<file path="src/rtl/mem_arbiter_if.sv">
// Bus bundle between the CPU / SPI-slave / RAM environment and mem_arbiter.
//   cpu_*  : 68k-style asynchronous bus (strobes active low, rw=1 read)
//   spi_*  : single-cycle byte request pulses from the SPI slave
//   mem_*  : single-port RAM, 1-cycle registered read
// modport master : environment side (drives requests and RAM read data)
// modport slave  : arbiter side
interface mem_arbiter_if #(
    parameter int AW = 15
);
    logic          cpu_as_n;
    logic          cpu_uds_n;
    logic          cpu_lds_n;
    logic          cpu_rw;
    logic [AW-1:0] cpu_addr;
    logic [15:0]   cpu_dout;
    logic [15:0]   cpu_din;
    logic          cpu_dtack_n;

    logic          spi_wr;
    logic          spi_rd;
    logic [AW:0]   spi_addr;
    logic [7:0]    spi_di;
    logic [7:0]    spi_do;
    logic          spi_ack;
    logic          spi_busy;
    logic          spi_ovr;

    logic [AW-1:0] mem_addr;
    logic [15:0]   mem_din;
    logic          mem_we;
    logic          mem_ub;
    logic          mem_lb;
    logic [15:0]   mem_dout;

    modport master (
        output cpu_as_n, cpu_uds_n, cpu_lds_n, cpu_rw, cpu_addr, cpu_dout,
        input  cpu_din, cpu_dtack_n,
        output spi_wr, spi_rd, spi_addr, spi_di,
        input  spi_do, spi_ack, spi_busy, spi_ovr,
        input  mem_addr, mem_din, mem_we, mem_ub, mem_lb,
        output mem_dout
    );

    modport slave (
        input  cpu_as_n, cpu_uds_n, cpu_lds_n, cpu_rw, cpu_addr, cpu_dout,
        output cpu_din, cpu_dtack_n,
        input  spi_wr, spi_rd, spi_addr, spi_di,
        output spi_do, spi_ack, spi_busy, spi_ovr,
        output mem_addr, mem_din, mem_we, mem_ub, mem_lb,
        input  mem_dout
    );
endinterface

</file>
<file path="src/rtl/mem_arbiter.sv">
// mem_arbiter: shares one single-port 16-bit RAM between a 68k CPU bus and
// an SPI slave issuing byte requests.
//   clk     : CPU clock
//   reset_n : asynchronous active-low reset
//   bus     : mem_arbiter_if.slave (CPU bus, SPI request/response, RAM port)
// Parameters: AW word-address width, WAIT read wait cycles (1..7).
// All outputs are registered; RAM controls are set on the edge entering an
// access state so they are stable for the whole access cycle.
module mem_arbiter #(
    parameter int AW   = 15,
    parameter int WAIT = 1
) (
    input  logic          clk,
    input  logic          reset_n,
    mem_arbiter_if.slave  bus
);
    typedef enum logic [2:0] {
        IDLE, CPU_ACC, CPU_WAIT, CPU_DONE, SPI_ACC, SPI_WAIT
    } state_t;

    state_t        state_q, state_d;
    logic          served_q, served_d;
    logic          last_spi_q, last_spi_d;   // 1: SPI was granted last
    logic [2:0]    wcnt_q, wcnt_d;
    logic          buf_vld_q, buf_vld_d;
    logic          buf_wr_q, buf_wr_d;
    logic [AW:0]   buf_addr_q, buf_addr_d;
    logic [7:0]    buf_di_q, buf_di_d;
    logic          spi_ovr_q, spi_ovr_d;
    logic          spi_ack_q, spi_ack_d;
    logic [7:0]    spi_do_q, spi_do_d;
    logic [15:0]   cpu_din_q, cpu_din_d;
    logic          dtack_n_q, dtack_n_d;
    logic [AW-1:0] mem_addr_q, mem_addr_d;
    logic [15:0]   mem_din_q, mem_din_d;
    logic          mem_we_q, mem_we_d;
    logic          mem_ub_q, mem_ub_d;
    logic          mem_lb_q, mem_lb_d;

    logic cpu_req, spi_pulse;

    always_comb begin
        state_d    = state_q;
        served_d   = served_q;
        last_spi_d = last_spi_q;
        wcnt_d     = wcnt_q;
        buf_vld_d  = buf_vld_q;
        buf_wr_d   = buf_wr_q;
        buf_addr_d = buf_addr_q;
        buf_di_d   = buf_di_q;
        spi_ovr_d  = spi_ovr_q;
        spi_ack_d  = 1'b0;
        spi_do_d   = spi_do_q;
        cpu_din_d  = cpu_din_q;
        dtack_n_d  = dtack_n_q;
        mem_addr_d = mem_addr_q;
        mem_din_d  = mem_din_q;
        mem_we_d   = 1'b0;
        mem_ub_d   = mem_ub_q;
        mem_lb_d   = mem_lb_q;

        cpu_req   = !bus.cpu_as_n && (!bus.cpu_uds_n || !bus.cpu_lds_n) && !served_q;
        spi_pulse = bus.spi_wr || bus.spi_rd;

        if (bus.cpu_as_n)
            served_d = 1'b0;

        // The buffer frees on the SPI_WAIT edge, so a pulse landing in that
        // same cycle takes the slot instead of counting as an overrun.
        if (state_q == SPI_WAIT)
            buf_vld_d = 1'b0;
        if (spi_pulse) begin
            if (!buf_vld_q || state_q == SPI_WAIT) begin
                buf_vld_d  = 1'b1;
                buf_wr_d   = bus.spi_wr;
                buf_addr_d = bus.spi_addr;
                buf_di_d   = bus.spi_di;
            end else begin
                spi_ovr_d = 1'b1;
            end
        end

        case (state_q)
            IDLE: begin
                // CPU wins unless SPI is also pending and CPU went last.
                if (cpu_req && (!buf_vld_q || last_spi_q)) begin
                    state_d    = CPU_ACC;
                    last_spi_d = 1'b0;
                    mem_addr_d = bus.cpu_addr;
                    mem_din_d  = bus.cpu_dout;
                    mem_ub_d   = !bus.cpu_uds_n;
                    mem_lb_d   = !bus.cpu_lds_n;
                    mem_we_d   = !bus.cpu_rw;
                end else if (buf_vld_q) begin
                    state_d    = SPI_ACC;
                    last_spi_d = 1'b1;
                    mem_addr_d = buf_addr_q[AW:1];
                    mem_din_d  = {buf_di_q, buf_di_q};
                    mem_ub_d   = !buf_addr_q[0];
                    mem_lb_d   = buf_addr_q[0];
                    mem_we_d   = buf_wr_q;
                end
            end
            CPU_ACC: begin
                if (bus.cpu_as_n) begin
                    state_d = IDLE;
                end else if (!bus.cpu_rw) begin
                    state_d   = CPU_DONE;
                    dtack_n_d = 1'b0;
                    served_d  = 1'b1;
                end else begin
                    state_d = CPU_WAIT;
                    wcnt_d  = 3'(WAIT - 1);
                end
            end
            CPU_WAIT: begin
                if (bus.cpu_as_n) begin
                    state_d = IDLE;
                end else if (wcnt_q == 3'd0) begin
                    state_d   = CPU_DONE;
                    cpu_din_d = bus.mem_dout;
                    dtack_n_d = 1'b0;
                    served_d  = 1'b1;
                end else begin
                    wcnt_d = wcnt_q - 3'd1;
                end
            end
            CPU_DONE: begin
                if (bus.cpu_as_n) begin
                    state_d   = IDLE;
                    dtack_n_d = 1'b1;
                end
            end
            SPI_ACC: state_d = SPI_WAIT;
            SPI_WAIT: begin
                if (!buf_wr_q)
                    spi_do_d = buf_addr_q[0] ? bus.mem_dout[7:0] : bus.mem_dout[15:8];
                spi_ack_d = 1'b1;
                state_d   = IDLE;
            end
            default: state_d = IDLE;
        endcase
    end

    always_ff @(posedge clk or negedge reset_n) begin
        if (!reset_n) begin
            state_q    <= IDLE;
            served_q   <= 1'b0;
            last_spi_q <= 1'b1;
            wcnt_q     <= 3'd0;
            buf_vld_q  <= 1'b0;
            buf_wr_q   <= 1'b0;
            buf_addr_q <= '0;
            buf_di_q   <= 8'd0;
            spi_ovr_q  <= 1'b0;
            spi_ack_q  <= 1'b0;
            spi_do_q   <= 8'd0;
            cpu_din_q  <= 16'd0;
            dtack_n_q  <= 1'b1;
            mem_addr_q <= '0;
            mem_din_q  <= 16'd0;
            mem_we_q   <= 1'b0;
            mem_ub_q   <= 1'b0;
            mem_lb_q   <= 1'b0;
        end else begin
            state_q    <= state_d;
            served_q   <= served_d;
            last_spi_q <= last_spi_d;
            wcnt_q     <= wcnt_d;
            buf_vld_q  <= buf_vld_d;
            buf_wr_q   <= buf_wr_d;
            buf_addr_q <= buf_addr_d;
            buf_di_q   <= buf_di_d;
            spi_ovr_q  <= spi_ovr_d;
            spi_ack_q  <= spi_ack_d;
            spi_do_q   <= spi_do_d;
            cpu_din_q  <= cpu_din_d;
            dtack_n_q  <= dtack_n_d;
            mem_addr_q <= mem_addr_d;
            mem_din_q  <= mem_din_d;
            mem_we_q   <= mem_we_d;
            mem_ub_q   <= mem_ub_d;
            mem_lb_q   <= mem_lb_d;
        end
    end

    assign bus.cpu_din     = cpu_din_q;
    assign bus.cpu_dtack_n = dtack_n_q;
    assign bus.spi_do      = spi_do_q;
    assign bus.spi_ack     = spi_ack_q;
    assign bus.spi_busy    = buf_vld_q;
    assign bus.spi_ovr     = spi_ovr_q;
    assign bus.mem_addr    = mem_addr_q;
    assign bus.mem_din     = mem_din_q;
    assign bus.mem_we      = mem_we_q;
    assign bus.mem_ub      = mem_ub_q;
    assign bus.mem_lb      = mem_lb_q;
endmodule

</file>
<file path="src/flat_wrapper.sv">
// flat-port wrapper written by rule: the top's interface ports become plain ports
module mem_arbiter_flat 
#(
    parameter int AW   = 15,
    parameter int WAIT = 1
)
  (clk, reset_n, bus_cpu_as_n, bus_cpu_uds_n, bus_cpu_lds_n, bus_cpu_rw, bus_cpu_addr, bus_cpu_dout, bus_cpu_din, bus_cpu_dtack_n, bus_spi_wr, bus_spi_rd, bus_spi_addr, bus_spi_di, bus_spi_do, bus_spi_ack, bus_spi_busy, bus_spi_ovr, bus_mem_addr, bus_mem_din, bus_mem_we, bus_mem_ub, bus_mem_lb, bus_mem_dout);
  mem_arbiter_if #(.AW(AW)) bus_i ();
  input  logic clk;
  input  logic reset_n;
  input wire logic [$bits(bus_i.cpu_as_n)-1:0] bus_cpu_as_n;
  input wire logic [$bits(bus_i.cpu_uds_n)-1:0] bus_cpu_uds_n;
  input wire logic [$bits(bus_i.cpu_lds_n)-1:0] bus_cpu_lds_n;
  input wire logic [$bits(bus_i.cpu_rw)-1:0] bus_cpu_rw;
  input wire logic [$bits(bus_i.cpu_addr)-1:0] bus_cpu_addr;
  input wire logic [$bits(bus_i.cpu_dout)-1:0] bus_cpu_dout;
  output wire logic [$bits(bus_i.cpu_din)-1:0] bus_cpu_din;
  output wire logic [$bits(bus_i.cpu_dtack_n)-1:0] bus_cpu_dtack_n;
  input wire logic [$bits(bus_i.spi_wr)-1:0] bus_spi_wr;
  input wire logic [$bits(bus_i.spi_rd)-1:0] bus_spi_rd;
  input wire logic [$bits(bus_i.spi_addr)-1:0] bus_spi_addr;
  input wire logic [$bits(bus_i.spi_di)-1:0] bus_spi_di;
  output wire logic [$bits(bus_i.spi_do)-1:0] bus_spi_do;
  output wire logic [$bits(bus_i.spi_ack)-1:0] bus_spi_ack;
  output wire logic [$bits(bus_i.spi_busy)-1:0] bus_spi_busy;
  output wire logic [$bits(bus_i.spi_ovr)-1:0] bus_spi_ovr;
  output wire logic [$bits(bus_i.mem_addr)-1:0] bus_mem_addr;
  output wire logic [$bits(bus_i.mem_din)-1:0] bus_mem_din;
  output wire logic [$bits(bus_i.mem_we)-1:0] bus_mem_we;
  output wire logic [$bits(bus_i.mem_ub)-1:0] bus_mem_ub;
  output wire logic [$bits(bus_i.mem_lb)-1:0] bus_mem_lb;
  input wire logic [$bits(bus_i.mem_dout)-1:0] bus_mem_dout;
  assign bus_i.cpu_as_n = bus_cpu_as_n;
  assign bus_i.cpu_uds_n = bus_cpu_uds_n;
  assign bus_i.cpu_lds_n = bus_cpu_lds_n;
  assign bus_i.cpu_rw = bus_cpu_rw;
  assign bus_i.cpu_addr = bus_cpu_addr;
  assign bus_i.cpu_dout = bus_cpu_dout;
  assign bus_cpu_din = bus_i.cpu_din;
  assign bus_cpu_dtack_n = bus_i.cpu_dtack_n;
  assign bus_i.spi_wr = bus_spi_wr;
  assign bus_i.spi_rd = bus_spi_rd;
  assign bus_i.spi_addr = bus_spi_addr;
  assign bus_i.spi_di = bus_spi_di;
  assign bus_spi_do = bus_i.spi_do;
  assign bus_spi_ack = bus_i.spi_ack;
  assign bus_spi_busy = bus_i.spi_busy;
  assign bus_spi_ovr = bus_i.spi_ovr;
  assign bus_mem_addr = bus_i.mem_addr;
  assign bus_mem_din = bus_i.mem_din;
  assign bus_mem_we = bus_i.mem_we;
  assign bus_mem_ub = bus_i.mem_ub;
  assign bus_mem_lb = bus_i.mem_lb;
  assign bus_i.mem_dout = bus_mem_dout;
  mem_arbiter #(.AW(AW), .WAIT(WAIT)) u_core (.clk(clk), .reset_n(reset_n), .bus(bus_i));
endmodule
</file>
<file path="config.mk">
export PLATFORM = sky130hd
export DESIGN_NAME = mem_arbiter_flat
export DESIGN_NICKNAME = d
export VERILOG_FILES = /design/src/rtl/mem_arbiter_if.sv /design/src/rtl/mem_arbiter.sv /design/src/flat_wrapper.sv
export SDC_FILE = /design/constraint.sdc
export NUM_CORES = 1
export LEC_CHECK = 0
export BUFFER_PORTS_ARGS = -buffer_cell sky130_fd_sc_hd__buf_2
export CORE_MARGIN = 1.5
export CORE_UTILIZATION = 24
export CTS_CLUSTER_DIAMETER = 60
export DETAILED_ROUTE_END_ITERATION = 12
export PLACE_DENSITY = 0.54
export SETUP_SLACK_MARGIN = 0.2
export SYNTH_ARGS = -nofsm -noshare
export SYNTH_HDL_FRONTEND = slang
export SYNTH_SLANG_ARGS = --single-unit
</file>
<file path="constraint.sdc">
create_clock -name clk -period 4.2 [get_ports clk]
set_input_delay 0.42 -clock clk [delete_from_list [all_inputs] [get_ports clk]]
set_output_delay 0.42 -clock clk [all_outputs]
set_load 0.01 [all_outputs]
</file>
==> results.ini, run 1 <==
[global_route]
antenna_found_initial=1
grt_pass1_wl_um=17200
grt_max_degree=59
grt_overflow_total=0
grt_pass1_vias=3360
track_usage=0.123

[logic_synthesis]
ys_warn_count=0
synth_most_common_cell=dfrtp_1
synthTopCellsByCount=93 x dfrtp_1, 42 x mux2_2, 31 x a2bb2oi_1
synth_edf_count=0
synthTopCellsByArea=dfrtp_1 56%, mux2_2 11%, a2bb2oi_1 6.5%, o22ai_2 4.2%, o22ai_1 2.7%
synth_top_cell_by_area=dfrtp_1
ys_seq_area_frac=0.570
synth_cells=320
netlist_area_um2=4170
syn_nets=401
async_reset_ff_frac=1.00
ys_seq_elements=95
synth_top_area_frac=0.558
ys_dominant_reg_cell=dfrtp_1
syn_avg_cell_area_um2=13.0
yosysUniqueCellTypes=44

[setup_path]
cp_max_fo=35
crit_type=reg2reg
crit_top_cell=buf_4
start_kind=flop
slowest_stage=dfrtp_1
crit_arrival_ps=2370
crit_chain=nor3_4, buf_4, o21a_1, buf_4, mux2_2
end_kind=flop
crit_required_ps=4430
cpPeakStageDelay_ps=510

[sta]
fin_hold_ws_ps=142
fin_crit_sh=0.509
tns_ps=0
skew_ps=7.07
setup_violations=0
max_freq_mhz=468
worstMarginPinSlew_ps=878
drv_slew=0
hold_violations=0
slew_headroom=0.413
finalCriticalPeriod_ps=2140
rsz0062_at_grt=false

[drt]
vias=3124
viasPerCell=4.57
drtAntennaViolNets=0
wl_per_cell_um=15.7
wirelength_um=10700
firstDrtPassIters=4
drc=0
drt_iter0_drc=125

[placement]
gp_congestion=0.770
io_buffers=140
place_inst=666
hpwl_um=7440

[clock_network]
cts_resized=0
clock-root-buffer=clkbuf_16
clock_latency_ps=340
cts_hold_buf=0
htree_levels=3
cts.path.max_buffers=2
cts.clk_slew.worst_paths_ps=70
postCtsSetupBuffers=0
cts_tree=done
cts_sinks=95
cts_made_buffers=9

[final_layout]
final_core_util=0.313
synthToLayoutAreaGrowth_pct=28.5
final_cells=683
drive_above_1_share=0.495
fillers=1745
fin_nets=533

[pwr]
total_leakage_power_nw=2.42
peakVddDrop_mv=0.286
p_per_area_nw_per_um2=799
p_total_w=0.00428

[floorplanning]
dieArea_um2=18200
row_count=48
dieHeight_um=135
start_util=0.244
ios=141
core-area_um2=17100
die_w_um=135

[status]
status=finished, final reports clean

[min_path]
hp-class=in2async

[run]
maxCapViolCount=0

[final cells by class]
| cell class | instances | area, µm² | share of cell area |
|---|---|---|---|
| flip-flops and latches | 95 | 2380 | 0.444 |
| multi-input cells | 197 | 1640 | 0.305 |
| repair buffers | 145 | 741 | 0.138 |
| well taps | 225 | 282 | 0.0525 |
| clock buffers | 10 | 229 | 0.0427 |
| clock inverters | 6 | 77.6 | 0.0145 |
| inverters | 4 | 15.0 | 0.00280 |
| diodes | 1 | 2.50 | 0.000467 |
[critical path: cells and delay by family (launching register included)]
| kind | cells | cell delay, ps |
|---|---|---|
| AOI/OAI and AO/OA | 1 | 180 |
| and+or+nand+nor | 1 | 190 |
| muxes | 1 | 380 |
| DFF | 1 | 510 |
| buffers and inverters | 2 | 760 |
[placed cells by master, fill, tap and decap left out, drive strengths merged, types with 2 or more instances in the layout]
master	Yosys	final
dfrtp	93	93
o2bb2ai	2	2
o22ai	32	32
ha	2	2
o21a	2	2
nand2	5	5
dfstp	2	2
o21ai	9	9
nor2b	4	4
nand3	2	2
a21oi	12	12
inv	4	7
nor3	3	3
a2bb2oi	31	31
mux2	42	42
clkbuf	4	10
or2	3	3
buf	20	145
nor2	20	20
o31ai	2	2
nand2b	3	3
mux2i	8	8
a22o	2	2
[final timing paths]
kind,start,end,slack [ps],cells after the start
max,u_core.state_q[0]$_DFFE_PN0P_,u_core.bus.mem_lb$_DFFE_PN0P_,2060,5
min,reset_n,u_core.bus.cpu_din[8]$_DFFE_PN0P_,140,1
max reg2reg,u_core.state_q[0]$_DFFE_PN0P_,u_core.bus.mem_lb$_DFFE_PN0P_,2060,5
min reg2reg,u_core.bus.spi_ovr$_DFFE_PN0P_,u_core.bus.spi_ovr$_DFFE_PN0P_,490,1
max in group asynchronous,reset_n,u_core.last_spi_q$_DFFE_PN1P_,3060,2
min in group clk,bus_spi_addr[3],u_core.buf_addr_q[3]$_DFFE_PN0P_,300,2
[layer usage]
layer,GRT usage,part of all wire
met4,0.0376,0.012
met1,0.141,0.40
met3,0.0379,0.073
met5,0,0
met2,0.221,0.51
[where the power goes]
part           switching (W)  leakage, nW  internal (W)
Sequential          0.000316         1.10       0.00136
Combinational       0.000872         1.17      0.000894
Clock               0.000367        0.147      0.000473
Total                0.00156         2.42       0.00273
[kinds of logic (layout without fill, tap and decap cells)]
family          Yosys count  count (layout)  share of synthesized area
fa+ha+maj                 2               2                    0.00600
simple gates             45              45                     0.0564
flops                    95              95                      0.570
mux                      50              50                      0.133
compound gates          100             100                      0.194
other cells               0               1                          0
buf+inv                  28             165                     0.0411
[registers in the layout, indices dropped and copies added, names as in the netlist]
signal and cells:
u_core.buf_addr_q 16, u_core.bus.cpu_din 16, u_core.bus.mem_din 16, u_core.bus.mem_addr 15, u_core.buf_di_q 8, u_core.bus.spi_do 8, u_core.state_q 3, u_core.wcnt_q 3
u_core.buf_wr_q 1, u_core.bus.cpu_dtack_n 1, u_core.bus.mem_lb 1, u_core.bus.mem_ub 1, u_core.bus.mem_we 1, u_core.bus.spi_ack 1, u_core.bus.spi_busy 1, u_core.bus.spi_ovr 1
u_core.last_spi_q 1, u_core.served_q 1
[stage by stage]
stage / setup WS [ps] / cell area (µm²)
2_1_floorplan: 2420 / 4170
3_3_place_gp: 2040 / 5050
3_5_place_dp: 2000 / 5050
4_1_cts: 2020 / 5360
6_report: 2060 / 5360
5_1_grt: 1890 / 5360
(Power assumes the default switching activity.)
==> run 2, diff against run 1 <==
PLACE_DENSITY = 0.56   (was 0.54)
clock period = 1.8 ns   (was 4.2 ns; I/O delays follow)
==> results.ini, run 2 (synthesis gave the netlist of run 1 again) <==
[clock_network]
htree_levels=3  ; unchanged
clock-root-buffer=clkbuf_16
cts.clk_slew.worst_paths_ps=70  ; about the same
clock_latency_ps=340  ; about the same
cts_sinks=95  ; unchanged
cts_made_buffers=9  ; unchanged
cts.path.max_buffers=2  ; unchanged
cts_tree=done

[global_route]
antenna_found_initial=0  ; -1
grt_pass1_vias=3327  ; -0.98%
grt_pass1_wl_um=17200  ; unchanged
track_usage=0.124  ; +0.000906
grt_overflow_total=0  ; unchanged
grt_max_degree=96  ; +63%

[sta]
max_freq_mhz=566  ; +21%
setup_violations=0  ; unchanged
finalCriticalPeriod_ps=1770  ; -373 ps
worstMarginPinSlew_ps=645  ; -233 ps
drv_slew=0  ; unchanged
slew_headroom=0.570  ; +0.157
fin_hold_ws_ps=64.8  ; -77.7 ps
fin_crit_sh=0.981  ; +0.472
hold_violations=0  ; unchanged
rsz0062_at_grt=true
skew_ps=6.51  ; -0.554 ps

[drt]
viasPerCell=4.60  ; +0.59%
drc=0  ; unchanged
wirelength_um=12000  ; +12%
drt_iter0_drc=137  ; +9.6%
drtAntennaViolNets=0  ; unchanged
wl_per_cell_um=16.8  ; +6.9%
vias=3285  ; +5.2%
firstDrtPassIters=4  ; unchanged

[setup_path]
cp_max_fo=12  ; -66%
ff2ff_setup_slack_ps=30  ; -2030 ps
crit_required_ps=2000  ; -2430 ps
crit_arrival_ps=1970  ; -400 ps
crit_type=reg2reg
start_kind=flop
end_kind=flop

[placement]
gp_congestion=0.753  ; -2.2%
io_buffers=140  ; unchanged
place_inst=680  ; +2.1%
dpl_cell_area_um2=5230  ; +3.4%
hpwl_um=7300  ; -1.9%

[pwr]
p_per_area_nw_per_um2=1880  ; +140%
peakVddDrop_mv=0.545  ; +90%
total_leakage_power_nw=2.77  ; +14%

[floorplanning]
core-area_um2=17100  ; unchanged
start_util=0.244  ; unchanged
ios=141  ; unchanged
row_count=48  ; unchanged
dieHeight_um=135  ; unchanged
dieArea_um2=18200  ; unchanged
die_w_um=135  ; unchanged

[min_path]
hp-class=in2reg

[final_layout]
fin_nets=565  ; +6.0%
layout_common_cells=139 x buf_2, 93 x dfrtp_1, 28 x a2bb2oi_1
fin_area_um2=6020  ; +12%
fillers=1709  ; -2.1%
synthToLayoutAreaGrowth_pct=44.4
final_common_cell=buf_2
drive_above_1_share=0.566  ; +0.0719
final_cells=714  ; +4.5%
antenna_cells=0  ; -1

[run]
maxCapViolCount=0  ; unchanged

[status]
status=finished, final reports clean

## run 2: cell types whose count changed in the layout (fill, tap and decap cells not counted), moves of 7 or more
cell     change
buf_12       +7
o22ai_2      +8
buf_4       +11
mux2_2      -22
o22ai_1      -8
mux2_4      +22
## run 2: path summary, 6_finish.rpt
check | start | end | depth (start not counted)
max in group asynchronous | reset_n | u_core.buf_di_q[7]$_DFFE_PN0P_ | 3
worst max-delay path | u_core.last_spi_q$_DFFE_PN1P_ | u_core.bus.mem_din[7]$_DFFE_PN0P_ | 5
worst min register to register | u_core.bus.spi_ovr$_DFFE_PN0P_ | u_core.bus.spi_ovr$_DFFE_PN0P_ | 1
min in group asynchronous | reset_n | u_core.bus.cpu_din[10]$_DFFE_PN0P_ | 3
worst min-delay path | bus_spi_addr[6] | u_core.buf_addr_q[6]$_DFFE_PN0P_ | 2
worst max register to register | u_core.last_spi_q$_DFFE_PN1P_ | u_core.bus.mem_din[7]$_DFFE_PN0P_ | 5
## run 2: metal layers
layer	vias up	track usage	wire, µm
met5	-	0	0
met4	0	0.0364	104
met3	9	0.0319	689
met2	100	0.223	6130
met1	1650	0.146	5060
li1	1526	-	-
## run 2: power by group
group | total [W] | switching (W) | internal [W]
combinational | 0.00549 | 0.00246 | 0.00303
clock | 0.00197 | 0.000874 | 0.00109
sequential | 0.00387 | 0.000698 | 0.00318
## run 2: critical path, stage by stage (launching register included)
cell and delay (ps):
dfstp_2 530, and2b_2 250, or3_4 420, buf_12 180, o22ai_1 150, a2bb2oi_1 90
## run 2: layout make-up
class	instances	area (µm²)	area share
Sequential cell	95	2380	0.395
Multi-Input combinational cell	197	1830	0.303
Timing Repair Buffer	177	1220	0.202
Tap cell	225	282	0.0467
Clock buffer	9	225	0.0374
Clock inverter	7	78.8	0.0131
Inverter	4	15.0	0.00249
## run 2: timing repair
action / in CTS / in global routing
resized for setup: 16 / 40
setup endpoints to repair: 50 / 71
hold buffers: 1 / 0
endpoints found under the hold margin: 93 / 0
pin swaps: 6 / 7
cloned: 2 / 5
buffers inserted: 7 / 3
## run 2: per-stage QoR
step	setup TNS, ps	utilization	worst slack [ps]	power (W)
3_3_place_gp	0	0.305	53.3	0.00829
5_1_grt	-27.5	0.352	-10.4	0.0120
3_5_place_dp	0	0.305	46.8	0.00843
4_1_cts	0	0.334	65.3	0.0108
2_1_floorplan	0	-	53.2	0.00682
6_report	0	0.352	34.2	0.0113
==> run 3, diff against run 2 <==
RECOVER_POWER = 50   (was not set)
==> results.ini, run 3 (synthesis gave the netlist of run 1 again) <==
[status]
status=finished, final reports clean

[setup_path]
start_kind=flop
rr_worst_depth=5  ; unchanged
cpLargestDelayFamily=simple AND/OR/NAND/NOR gates
crit_chain=and2b_2, or3_4, buf_12, o22ai_1, a2bb2oi_1
slowest_stage=dfstp_2
critical_path_buf_inv_count=1  ; unchanged
crit_required_ps=2000  ; about the same
crit_arrival_ps=1970  ; about the same
reg2reg_to=u_core.bus.mem_din[7]$_DFFE_PN0P_
end_kind=flop
cp_max_fo=12  ; unchanged
ff2ff_setup_slack_ps=40  ; about the same
timing.rr.start=u_core.last_spi_q$_DFFE_PN1P_
crit_type=reg2reg
crit_cells=5  ; unchanged
cpPeakStageDelay_ps=530  ; about the same

[final_layout]
final_core_util=0.349  ; -0.00249
layout_common_cells=118 x buf_2, 93 x dfrtp_1, 28 x a2bb2oi_1
fin_nets=565  ; unchanged
synthToLayoutAreaGrowth_pct=43.4
antenna_cells=0  ; unchanged
fillers=1726  ; +0.99%
drive_above_1_share=0.521  ; -0.0450
final_common_cell=buf_2

[drt]
wl_per_cell_um=16.7  ; -0.23%
dr_wl_met2_um=6110  ; -0.23%
drt_iter0_drc=134  ; -2.2%
wl_met1_um=5000  ; -1.2%
drtAntennaViolNets=0  ; unchanged
firstDrtPassIters=4  ; unchanged
viasPerCell=4.61  ; +0.12%
wirelength_um=12000  ; -0.23%
routed.top_layer=met4
drc=0  ; unchanged
wl_met3_um=739  ; +7.3%
vias=3289  ; +0.12%

[pwr]
total_leakage_power_nw=2.70  ; -2.4%
p_per_area_nw_per_um2=1880  ; +0.14%
peakVddDrop_mv=0.530  ; -2.8%

[run]
maxCapViolCount=0  ; unchanged

[sta]
rsz0062_at_grt=true
hold_violations=0  ; unchanged
drv_slew=0  ; unchanged
finalCriticalPeriod_ps=1760  ; -1.34 ps
setup_violations=0  ; unchanged
slew_headroom=0.172  ; -0.398
fin_crit_sh=0.980  ; about the same
tns_ps=0  ; unchanged
worstMarginPinSlew_ps=1240  ; +597 ps
skew_ps=6.01  ; -0.501 ps
max_freq_mhz=567  ; about the same

[global_route]
track_usage=0.124  ; unchanged
grt_max_degree=96  ; unchanged
grt_overflow_total=0  ; unchanged
antenna_found_initial=0  ; unchanged
grt_pass1_wl_um=17200  ; unchanged
grt_pass1_vias=3327  ; unchanged

[floorplanning]
row_count=48  ; unchanged
start_util=0.244  ; unchanged
dieHeight_um=135  ; unchanged
dieArea_um2=18200  ; unchanged
core-area_um2=17100  ; unchanged
die_w_um=135  ; unchanged
ios=141  ; unchanged

[min_path]
hold_end=u_core.buf_addr_q[0]$_DFFE_PN0P_
hp-start=bus_spi_addr[0]
whs_path_depth=2  ; unchanged
hp-class=in2reg

[clock_network]
htree_levels=3  ; unchanged
cts_made_buffers=9  ; unchanged
clock_latency_ps=350  ; about the same
cts_sinks=95  ; unchanged
cts.path.max_buffers=2  ; unchanged
cts_tree=done
cts.clk_slew.worst_paths_ps=70  ; about the same
clock-root-buffer=clkbuf_16

[placement]
hpwl_um=7300  ; unchanged
gp_congestion=0.753  ; unchanged
io_buffers=140  ; unchanged

==> run 3: per-layer routing <==
layer / up-vias / GRT usage
li1: 1525 / -
met1: 1649 / 0.146
met2: 106 / 0.223
met3: 9 / 0.0319
met4: 0 / 0.0364
met5: - / 0
==> run 3: final cells by class <==
type,count,area [µm²],area share
tap,225,282,0.0471
clock inverter,7,78.8,0.0132
sequential,95,2380,0.398
timing repair buffer,177,1180,0.197
multi-input combinational,197,1830,0.305
inverter,4,15.0,0.00251
clock buffer,9,225,0.0376
==> run 3: report_power, final <==
group          total, W  internal (W)  switching [W]
sequential      0.00388       0.00318       0.000705
combinational   0.00541       0.00296        0.00245
clock           0.00197       0.00109       0.000876
total            0.0113       0.00723        0.00403
==> run 3: repair_timing <==
item,in CTS,in global routing
cloned,2,5
pin swaps,6,7
buffers inserted,7,3
resized for setup,16,40
endpoints found under the hold margin,93,0
endpoints found under the setup margin,50,71
hold buffers,1,0
==> run 3: how the worst max path moves through the flow <==
stage               slack [ps]                          start                                  end
CTS                         70  u_core.last_spi_q$_DFFE_PN1P_    u_core.bus.mem_din[0]$_DFFE_PN0P_
global route               -10  u_core.last_spi_q$_DFFE_PN1P_    u_core.bus.mem_din[7]$_DFFE_PN0P_
finish                      40  u_core.last_spi_q$_DFFE_PN1P_    u_core.bus.mem_din[7]$_DFFE_PN0P_
global placement            50  u_core.last_spi_q$_DFFE_PN1P_   u_core.bus.mem_din[11]$_DFFE_PN0P_
floorplan                   50  u_core.bus.spi_busy$_DFF_PN0_  u_core.bus.mem_addr[10]$_DFFE_PN0P_
detailed placement          50  u_core.last_spi_q$_DFFE_PN1P_   u_core.bus.mem_din[10]$_DFFE_PN0P_
==> run 3: through the flow <==
| step | instances | cell area (µm²) | setup WS, ps | total power, W | hold slack, ps |
|---|---|---|---|---|---|
| after floorplan | 320 | 4200 | 53.2 | 0.00682 | -116 |
| after global placement | 680 | 5230 | 53.3 | 0.00829 | 282 |
| after detailed placement | 680 | 5230 | 46.8 | 0.00843 | 285 |
| after CTS | 706 | 5710 | 65.3 | 0.0108 | 43.7 |
| after global routing | 714 | 5980 | -10.4 | 0.0120 | 51.5 |
| final | 714 | 5980 | 35.6 | 0.0113 | 65.1 |
==> run 3: worst register-to-register path: stages (launching register included) <==
cell and delay [ps]:
dfstp_2 530, and2b_2 250, or3_4 420, buf_12 190
o22ai_1 160, a2bb2oi_1 90
